File: config.mk
export PLATFORM = sky130hd
export DESIGN_NAME = fixed_to_bcd_flat
export DESIGN_NICKNAME = d
export VERILOG_FILES = /design/src/rtl/fixed_to_bcd_if.sv /design/src/rtl/fixed_to_bcd.sv /design/src/flat_wrapper.sv
export SDC_FILE = /design/constraint.sdc
export NUM_CORES = 1
export LEC_CHECK = 0
export ABC_AREA = 1
export ABC_CLOCK_PERIOD_IN_PS = 3120
export CAP_MARGIN = 0
export CORE_MARGIN = 4
export CORE_UTILIZATION = 54
export CTS_CLUSTER_SIZE = 28
export DETAILED_ROUTE_END_ITERATION = 16
export PLACE_DENSITY = 0.76
export SYNTH_ARGS = -nofsm -noshare
export SYNTH_HDL_FRONTEND = slang
export SYNTH_SLANG_ARGS = --single-unit
File: constraint.sdc
create_clock -name clk -period 3.12 [get_ports clk]
set_input_delay 0.624 -clock clk [delete_from_list [all_inputs] [get_ports clk]]
set_output_delay 0.624 -clock clk [all_outputs]
set_load 0.01 [all_outputs]
File: src/rtl/fixed_to_bcd_if.sv
// rtl/fixed_to_bcd_if.sv - handshake bundle between producer, formatter and display driver
`timescale 1ns/1ps
interface fixed_to_bcd_if #(
    parameter int WIDTH  = 16,
    parameter int DIGITS = 5
);
    logic                  in_valid;
    logic                  in_ready;
    logic [WIDTH-1:0]      in_data;
    logic                  out_valid;
    logic                  out_ready;
    logic                  out_sign;
    logic [4*DIGITS-1:0]   out_bcd;
    logic [DIGITS-1:0]     out_dp;

    modport master (
        output in_valid, in_data, out_ready,
        input  in_ready, out_valid, out_sign, out_bcd, out_dp
    );

    modport slave (
        input  in_valid, in_data, out_ready,
        output in_ready, out_valid, out_sign, out_bcd, out_dp
    );
endinterface

File: src/rtl/fixed_to_bcd.sv
// rtl/fixed_to_bcd.sv - signed fixed-point to packed BCD, iterative double-dabble
`timescale 1ns/1ps
module fixed_to_bcd #(
    parameter int WIDTH       = 16,
    parameter int DIGITS      = 5,
    parameter int FRAC_DIGITS = 4
) (
    input  logic            clk,
    input  logic            rst_n,
    fixed_to_bcd_if.slave   bus
);
    localparam int CW = $clog2(WIDTH + 1);
    localparam int BW = 4 * DIGITS;

    typedef enum logic [1:0] {IDLE, CONV, DONE} state_t;

    state_t          state_q;
    logic [WIDTH-1:0] mag_q, mag_d;
    logic [BW-1:0]   bcd_q, bcd_d, bcd_adj;
    logic [CW-1:0]   cnt_q;
    logic            sign_q;
    logic            out_valid_q;
    logic            out_sign_q;
    logic [BW-1:0]   out_bcd_q;
    logic [WIDTH-1:0] in_mag;

    // Most negative input maps to 2^(WIDTH-1), which still fits unsigned.
    always_comb begin
        in_mag = bus.in_data[WIDTH-1] ? ((~bus.in_data) + WIDTH'(1)) : bus.in_data;
    end

    always_comb begin
        bcd_adj = bcd_q;
        for (int i = 0; i < DIGITS; i++) begin
            if (bcd_q[4*i +: 4] >= 4'd5) begin
                bcd_adj[4*i +: 4] = bcd_q[4*i +: 4] + 4'd3;
            end
        end
        {bcd_d, mag_d} = {bcd_adj, mag_q} << 1;
    end

    always_ff @(posedge clk or negedge rst_n) begin
        if (!rst_n) begin
            state_q     <= IDLE;
            mag_q       <= '0;
            bcd_q       <= '0;
            cnt_q       <= '0;
            sign_q      <= 1'b0;
            out_valid_q <= 1'b0;
            out_sign_q  <= 1'b0;
            out_bcd_q   <= '0;
        end else begin
            case (state_q)
                IDLE: begin
                    if (bus.in_valid) begin
                        sign_q  <= bus.in_data[WIDTH-1];
                        mag_q   <= in_mag;
                        bcd_q   <= '0;
                        cnt_q   <= '0;
                        state_q <= CONV;
                    end
                end
                CONV: begin
                    bcd_q <= bcd_d;
                    mag_q <= mag_d;
                    cnt_q <= cnt_q + CW'(1);
                    if (cnt_q == CW'(WIDTH - 1)) begin
                        // A set sign bit always implies a nonzero magnitude.
                        out_bcd_q   <= bcd_d;
                        out_sign_q  <= sign_q;
                        out_valid_q <= 1'b1;
                        state_q     <= DONE;
                    end
                end
                DONE: begin
                    if (bus.out_ready) begin
                        out_valid_q <= 1'b0;
                        state_q     <= IDLE;
                    end
                end
                default: state_q <= IDLE;
            endcase
        end
    end

    assign bus.in_ready  = rst_n && (state_q == IDLE);
    assign bus.out_valid = out_valid_q;
    assign bus.out_sign  = out_sign_q;
    assign bus.out_bcd   = out_bcd_q;
    assign bus.out_dp    = DIGITS'(1) << FRAC_DIGITS;
endmodule

File: src/flat_wrapper.sv
// flat-port wrapper written by rule: the top's interface ports become plain ports
module fixed_to_bcd_flat 
#(
    parameter int WIDTH       = 16,
    parameter int DIGITS      = 5,
    parameter int FRAC_DIGITS = 4
)
  (clk, rst_n, bus_in_valid, bus_in_data, bus_out_ready, bus_in_ready, bus_out_valid, bus_out_sign, bus_out_bcd, bus_out_dp);
  fixed_to_bcd_if #(.WIDTH(WIDTH), .DIGITS(DIGITS)) bus_i ();
  input  logic clk;
  input  logic rst_n;
  input wire logic [$bits(bus_i.in_valid)-1:0] bus_in_valid;
  input wire logic [$bits(bus_i.in_data)-1:0] bus_in_data;
  input wire logic [$bits(bus_i.out_ready)-1:0] bus_out_ready;
  output wire logic [$bits(bus_i.in_ready)-1:0] bus_in_ready;
  output wire logic [$bits(bus_i.out_valid)-1:0] bus_out_valid;
  output wire logic [$bits(bus_i.out_sign)-1:0] bus_out_sign;
  output wire logic [$bits(bus_i.out_bcd)-1:0] bus_out_bcd;
  output wire logic [$bits(bus_i.out_dp)-1:0] bus_out_dp;
  assign bus_i.in_valid = bus_in_valid;
  assign bus_i.in_data = bus_in_data;
  assign bus_i.out_ready = bus_out_ready;
  assign bus_in_ready = bus_i.in_ready;
  assign bus_out_valid = bus_i.out_valid;
  assign bus_out_sign = bus_i.out_sign;
  assign bus_out_bcd = bus_i.out_bcd;
  assign bus_out_dp = bus_i.out_dp;
  fixed_to_bcd #(.WIDTH(WIDTH), .DIGITS(DIGITS), .FRAC_DIGITS(FRAC_DIGITS)) u_core (.clk(clk), .rst_n(rst_n), .bus(bus_i));
endmodule
==> results of run 1 <==
-- kinds of logic (layout without fill, tap and decap cells) --
group | after synthesis | after routing | share of synthesized area [%]
adders and majority gates | 13 | 13 | 4.85
xor gates and xnor gates | 13 | 13 | 3.40
other | 2 | 5 | 0.224
and+or+nand+nor | 128 | 128 | 16.1
buffers and inverters | 60 | 103 | 8.22
DFF | 66 | 66 | 49.3
AOI/OAI and AO/OA | 104 | 104 | 17.9
-- report_power, final --
group          switching [mW]  internal [mW]  total (mW)
registers               0.220           1.24        1.46
clock network           0.313          0.469       0.781
logic                   0.996          0.732        1.73
total                    1.53           2.44        3.97
-- final cells by class --
cell class	instances	area, sq um	share of cell area (%)
Timing Repair Buffer	45	438	11.0
Clock buffer	11	141	3.54
Multi-Input combinational cell	263	1440	35.9
Clock inverter	5	77.6	1.94
Sequential cell	66	1650	41.3
Inverter	42	160	4.01
Tap cell	75	93.8	2.35
-- cell usage in the layout (no fill, tap or decap), drive strengths merged --
| master | netlist | routed |
|---|---|---|
| dfrtp | 66 | 66 |
| clkbuf | 1 | 11 |
| inv | 42 | 42 |
| nand2 | 82 | 82 |
| xor2 | 13 | 13 |
| buf | 17 | 4 |
| nand3 | 16 | 16 |
| a21boi | 1 | 1 |
| nand3b | 1 | 1 |
| bufinv | 0 | 2 |
| o21bai | 1 | 1 |
| nand4 | 1 | 1 |
| clkinvlp | 0 | 1 |
| nor2 | 21 | 21 |
| nor3b | 1 | 1 |
| o221ai | 1 | 1 |
| o21ai | 54 | 54 |
| or2 | 6 | 6 |
| o22ai | 22 | 22 |
| conb | 2 | 5 |
| a21oi | 10 | 10 |
| a22o | 1 | 1 |
| clkdlybuf4s50 | 0 | 41 |
| a22oi | 14 | 14 |
| ha | 13 | 13 |
| clkinv | 0 | 2 |
-- path summary, 6_finish.rpt --
check	endpoint	cells after the start	start
setup / recovery	bus_in_ready	2	u_core.state_q[1]
hold / removal	u_core.bus.out_bcd[12]	2	rst_n
setup reg to reg	u_core.mag_q[6]	7	u_core.state_q[1]
hold reg to reg	u_core.bus.out_valid	2	u_core.bus.out_valid
max in group asynchronous	u_core.mag_q[15]	2	rst_n
min in group clk	u_core.bus.out_valid	2	u_core.bus.out_valid
-- through the flow --
| stage | std cells | worst slack, ps | total power, mW | util (%) | area [sq um] |
|---|---|---|---|---|---|
| floorplan | 389 | 1570 | 2.64 | - | 3360 |
| global route | 507 | 905 | 4.33 | 67.1 | 4000 |
| detailed placement | 491 | 833 | 3.21 | 63.4 | 3780 |
| CTS | 507 | 947 | 3.99 | 67.1 | 4000 |
| global placement | 491 | 884 | 3.12 | 63.4 | 3780 |
| finish | 507 | 936 | 3.97 | 67.1 | 4000 |
-- metal layers --
layer | vias to the layer above | global-route usage, %
met5 | - | 0
met4 | 0 | 7.51
met3 | 6 | 5.23
met2 | 62 | 33.5
met1 | 1264 | 25.8
li1 | 1366 | -
-- sequential cells by signal, indices dropped and copies added, names as in the netlist --
name	flops
u_core.bus.out_sign	1
u_core.bus.out_valid	1
u_core.state_q	2
u_core.sign_q	1
u_core.mag_q	16
u_core.bcd_q	20
u_core.bus.out_bcd	20
u_core.cnt_q	5
==> results.cfg, run 1 <==
[run_status]
status = complete, no violations

[setup_path]
cpPeakStageDelay_ps = 570
arrival_ps = 1560
crit_path_max_fanout = 5
crit_path_end_kind = output port
critPathBufInv = 1
critPathLaunchType = register
path_class = register to output port
path_cells = nor3b_1 -> clkdlybuf4s50_1
critical_path.top_delay_family = buffers and inverters
critPathSlowestCell = clkdlybuf4s50_1
critPathRequiredTime_ps = 2500
r2r_slack_ps = 1210

[placed_design]
hpwl_mm = 4.88
io_buffer_count = 42
gp_congestion = 0.892

[detailed_routing]
wl_mm = 6.71
wl_met2_mm = 3.09
route.met3.wl_microns = 328
drt-met1-wl_mm = 3.22
drt_iter0_drc = 138
highest-signal-layer = met4
dr_total_vias = 2698
via_per_inst = 5.32
routed_wire_length_per_instance_microns = 13.2
antenna_left = 0
drt-pass1-iter-count = 4
drcViolationCount = 0

[pwr]
cellPowerDensity_nw_per_um2 = 993
ir_worst_vdd_mv = 0.492
leakage_nw = 1.90

[worst_hold_path]
worstHoldPathType = input port to async pin

[synthesis]
yosys-top-cells-area = dfrtp_1 (49%), nand2_1 (9.1%), o21ai_0 (7.8%), ha_1 (4.9%), inv_1 (4.3%)
synth_cells = 386
synth_top_area_share_pct = 49.3
avgSynthCellArea_sq_um = 8.68
yosys.area.top_type = dfrtp_1
ys_warn_count = 0
syn_area_sq_um = 3350
ys_seq_area_share_pct = 49.3
synth.most_common_cell = nand2_1
synth-async-reset-ratio_pct = 100
ys_ff_latch = 66
synthTopCellsByCount = nand2_1 (81), dfrtp_1 (66), o21ai_0 (52), inv_1 (38), o22ai_1 (22)
synth_ff_type = dfrtp_1
synth_enable_flop_cells = 0
ys_types = 29

[timing]
period_share_pct = 70.0
final.setup.tns_ps = 0
hold_viol = 0
rsz0062_at_grt = no
skew_ps = 5.54
worstMarginPinSlew_ps = 812
finalSetupViolCount = 0
finalCriticalPeriod_ps = 2180
whs_ps = 476
maxSlewViolCount = 0
slew_headroom_pct = 45.9
fmax_mhz = 458

[cts]
cts.sinks = 66
cts_setup_buffers = 0
hold_buffers = 0
cts-root-buf = clkbuf_8
h-tree-depth = 3
clockBufferDepth = 2
clkSlewWorstSetupHoldPaths_ps = 70
cts_buffers = 9
cts_tree = yes
cts_resized = 0
insertion_delay_ps = 340

[floorplan]
core_sq_um = 5960
start_util_pct = 56.3
ios = 48
die_w_microns = 86.8
fp.dieH_microns = 86.8
die-area_sq_um = 7530
rows = 28

[finish]
synthToLayoutAreaGrowth_pct = 19.3
drive_gt1_share_pct = 7.41
n_antenna_cell = 0
fillers = 491
final_nets = 460

[global_route]
grt_overflow = 0
grt_pass1_vias = 2796
grt_pass1_wl_mm = 12.2
grt_max_degree = 67
globalRouteTotalUtil_pct = 20.3
antenna_found_initial = 0

[job]
drv_cap = 0
Note: power is estimated with default switching activity, not from simulation.
==> run 2, diff against run 1 <==
ABC_CLOCK_PERIOD_IN_PS = 1800   (was 3120)
CORE_UTILIZATION = 49   (was 54)
PLACE_DENSITY = 0.73   (was 0.76)
clock period = 1.8 ns   (was 3.12 ns; I/O delays follow)
==> run 2 against run 1 <==
Net effect:
- combinational power rose by 72%
- count of clock-buffer cells in the layout grew 1
- hold slack worse by 230 ps
- sequential share of layout area decreased by 0.52 points
- die area is 9.3% higher
==> results.cfg, run 2 (same netlist as run 1, synthesis figures left out) <==
[setup_path]
critPathBufInv = 1
cpPeakStageDelay_ps = 550
crit_path_end_kind = output port
arrival_ps = 1280
reg2reg_depth = 6
path_cells = clkdlybuf4s50_1
path_class = register to output port
critPathSlowestCell = clkdlybuf4s50_1
critical_path.top_delay_family = buffers and inverters
critPathRequiredTime_ps = 1440
crit_path_max_fanout = 2
r2r_slack_ps = 240
r2r-start = u_core.bcd_q[0]
critical_path.reg2reg.endpoint = u_core.bcd_q[1]
critPathLaunchType = register

[timing]
maxSlewViolCount = 0
finalCriticalPeriod_ps = 1640
worstMarginPinSlew_ps = 808
skew_ps = 9.29
period_share_pct = 91.3
fmax_mhz = 609
rsz0062_at_grt = no
hold_viol = 0
slew_headroom_pct = 46.1
finalSetupViolCount = 0

[finish]
layout_common_cells = nand2_1 (81), dfrtp_1 (65), o21ai_0 (52), clkdlybuf4s50_1 (40), inv_1 (38)
drive_gt1_share_pct = 9.11
utilization_pct = 62.4
final_cells = 516
final_nets = 467
regArea_sq_um = 1650
multi_input_area_sq_um = 1440
n_antenna_cell = 0
layout_commonest_cell = nand2_1
synthToLayoutAreaGrowth_pct = 20.9
fillers = 587

[placed_design]
hpwl_mm = 4.93
io_buffer_count = 42
dp.cells = 500
gp_congestion = 0.906

[global_route]
grt_overflow = 0
antenna_found_initial = 0
grt_pass1_vias = 2726
grt_max_degree = 67
grt_pass1_wl_mm = 12.0
globalRouteTotalUtil_pct = 17.7

[pwr]
ir_worst_vdd_mv = 0.786
cellPowerDensity_nw_per_um2 = 1680
leakage_nw = 1.93
total_power_mw = 6.79

[floorplan]
die-area_sq_um = 8230
fp.dieH_microns = 90.7
start_util_pct = 51.6
ios = 48
die_w_microns = 90.7
core_sq_um = 6490
rows = 29

[detailed_routing]
antenna_left = 0
via_per_inst = 5.27
dr_total_vias = 2718
drt_iter0_drc = 128
routed_wire_length_per_instance_microns = 13.1
wl_mm = 6.76
drcViolationCount = 0
drt-pass1-iter-count = 4

[cts]
cts_setup_buffers = 0
cts_tree = yes
h-tree-depth = 3
cts_buffers = 9
cts-root-buf = clkbuf_8
cts_resized = 2
clockBufferDepth = 2
cts.sinks = 66
insertion_delay_ps = 340
hold_buffers = 0
clkSlewWorstSetupHoldPaths_ps = 70

[worst_hold_path]
worstHoldPathType = input port to async pin

[job]
drv_cap = 0

[run_status]
status = complete, no violations
==> run 2: stage by stage <==
step                instance area, sq um  setup slack, ps  hold WS (ps)  TNS (ps)
global placement                    3850             36.7           460         0
global route                        4050              102           318         0
CTS                                 4050              138           269         0
detailed placement                  3850            -21.8           465     -71.8
floorplan                           3360              310          64.4         0
finish                              4050              157           244         0
==> run 2: worst max path at each step <==
stage,to,startpoint,cells after the start,slack [ps]
floorplan,u_core.bus.out_bcd[10],u_core.cnt_q[0],7,310
global placement,u_core.mag_q[8],bus_in_data[0],9,40
detailed placement,u_core.mag_q[12],bus_in_data[1],11,-20
CTS,bus_out_bcd[0],u_core.bus.out_bcd[0],1,140
global route,u_core.bcd_q[16],u_core.bcd_q[12],7,100
finish,bus_out_bcd[0],u_core.bus.out_bcd[0],1,160
==> run 2: metal layers <==
| metal | GRT usage (%) | part of all wire, % |
|---|---|---|
| met5 | 0 | 0 |
| met4 | 7.27 | 1.8 |
| met3 | 3.58 | 4.1 |
| met2 | 29.5 | 45 |
| met1 | 22.5 | 49 |
==> run 2: final cells by class <==
class                      count  share of cell area (%)
tap                           77                    2.38
multi-input combinational    263                    35.4
clock buffer                  12                    3.83
clock inverter                 4                    1.24
sequential                    66                    40.8
inverter                      42                    3.95
timing repair buffer          52                    12.4
==> run 2: report_power, final <==
group          switching [mW]  internal [mW]  total, mW
logic                    1.67           1.31       2.98
registers               0.391           2.15       2.54
clock network           0.552          0.713       1.27
total                    2.62           4.18       6.79
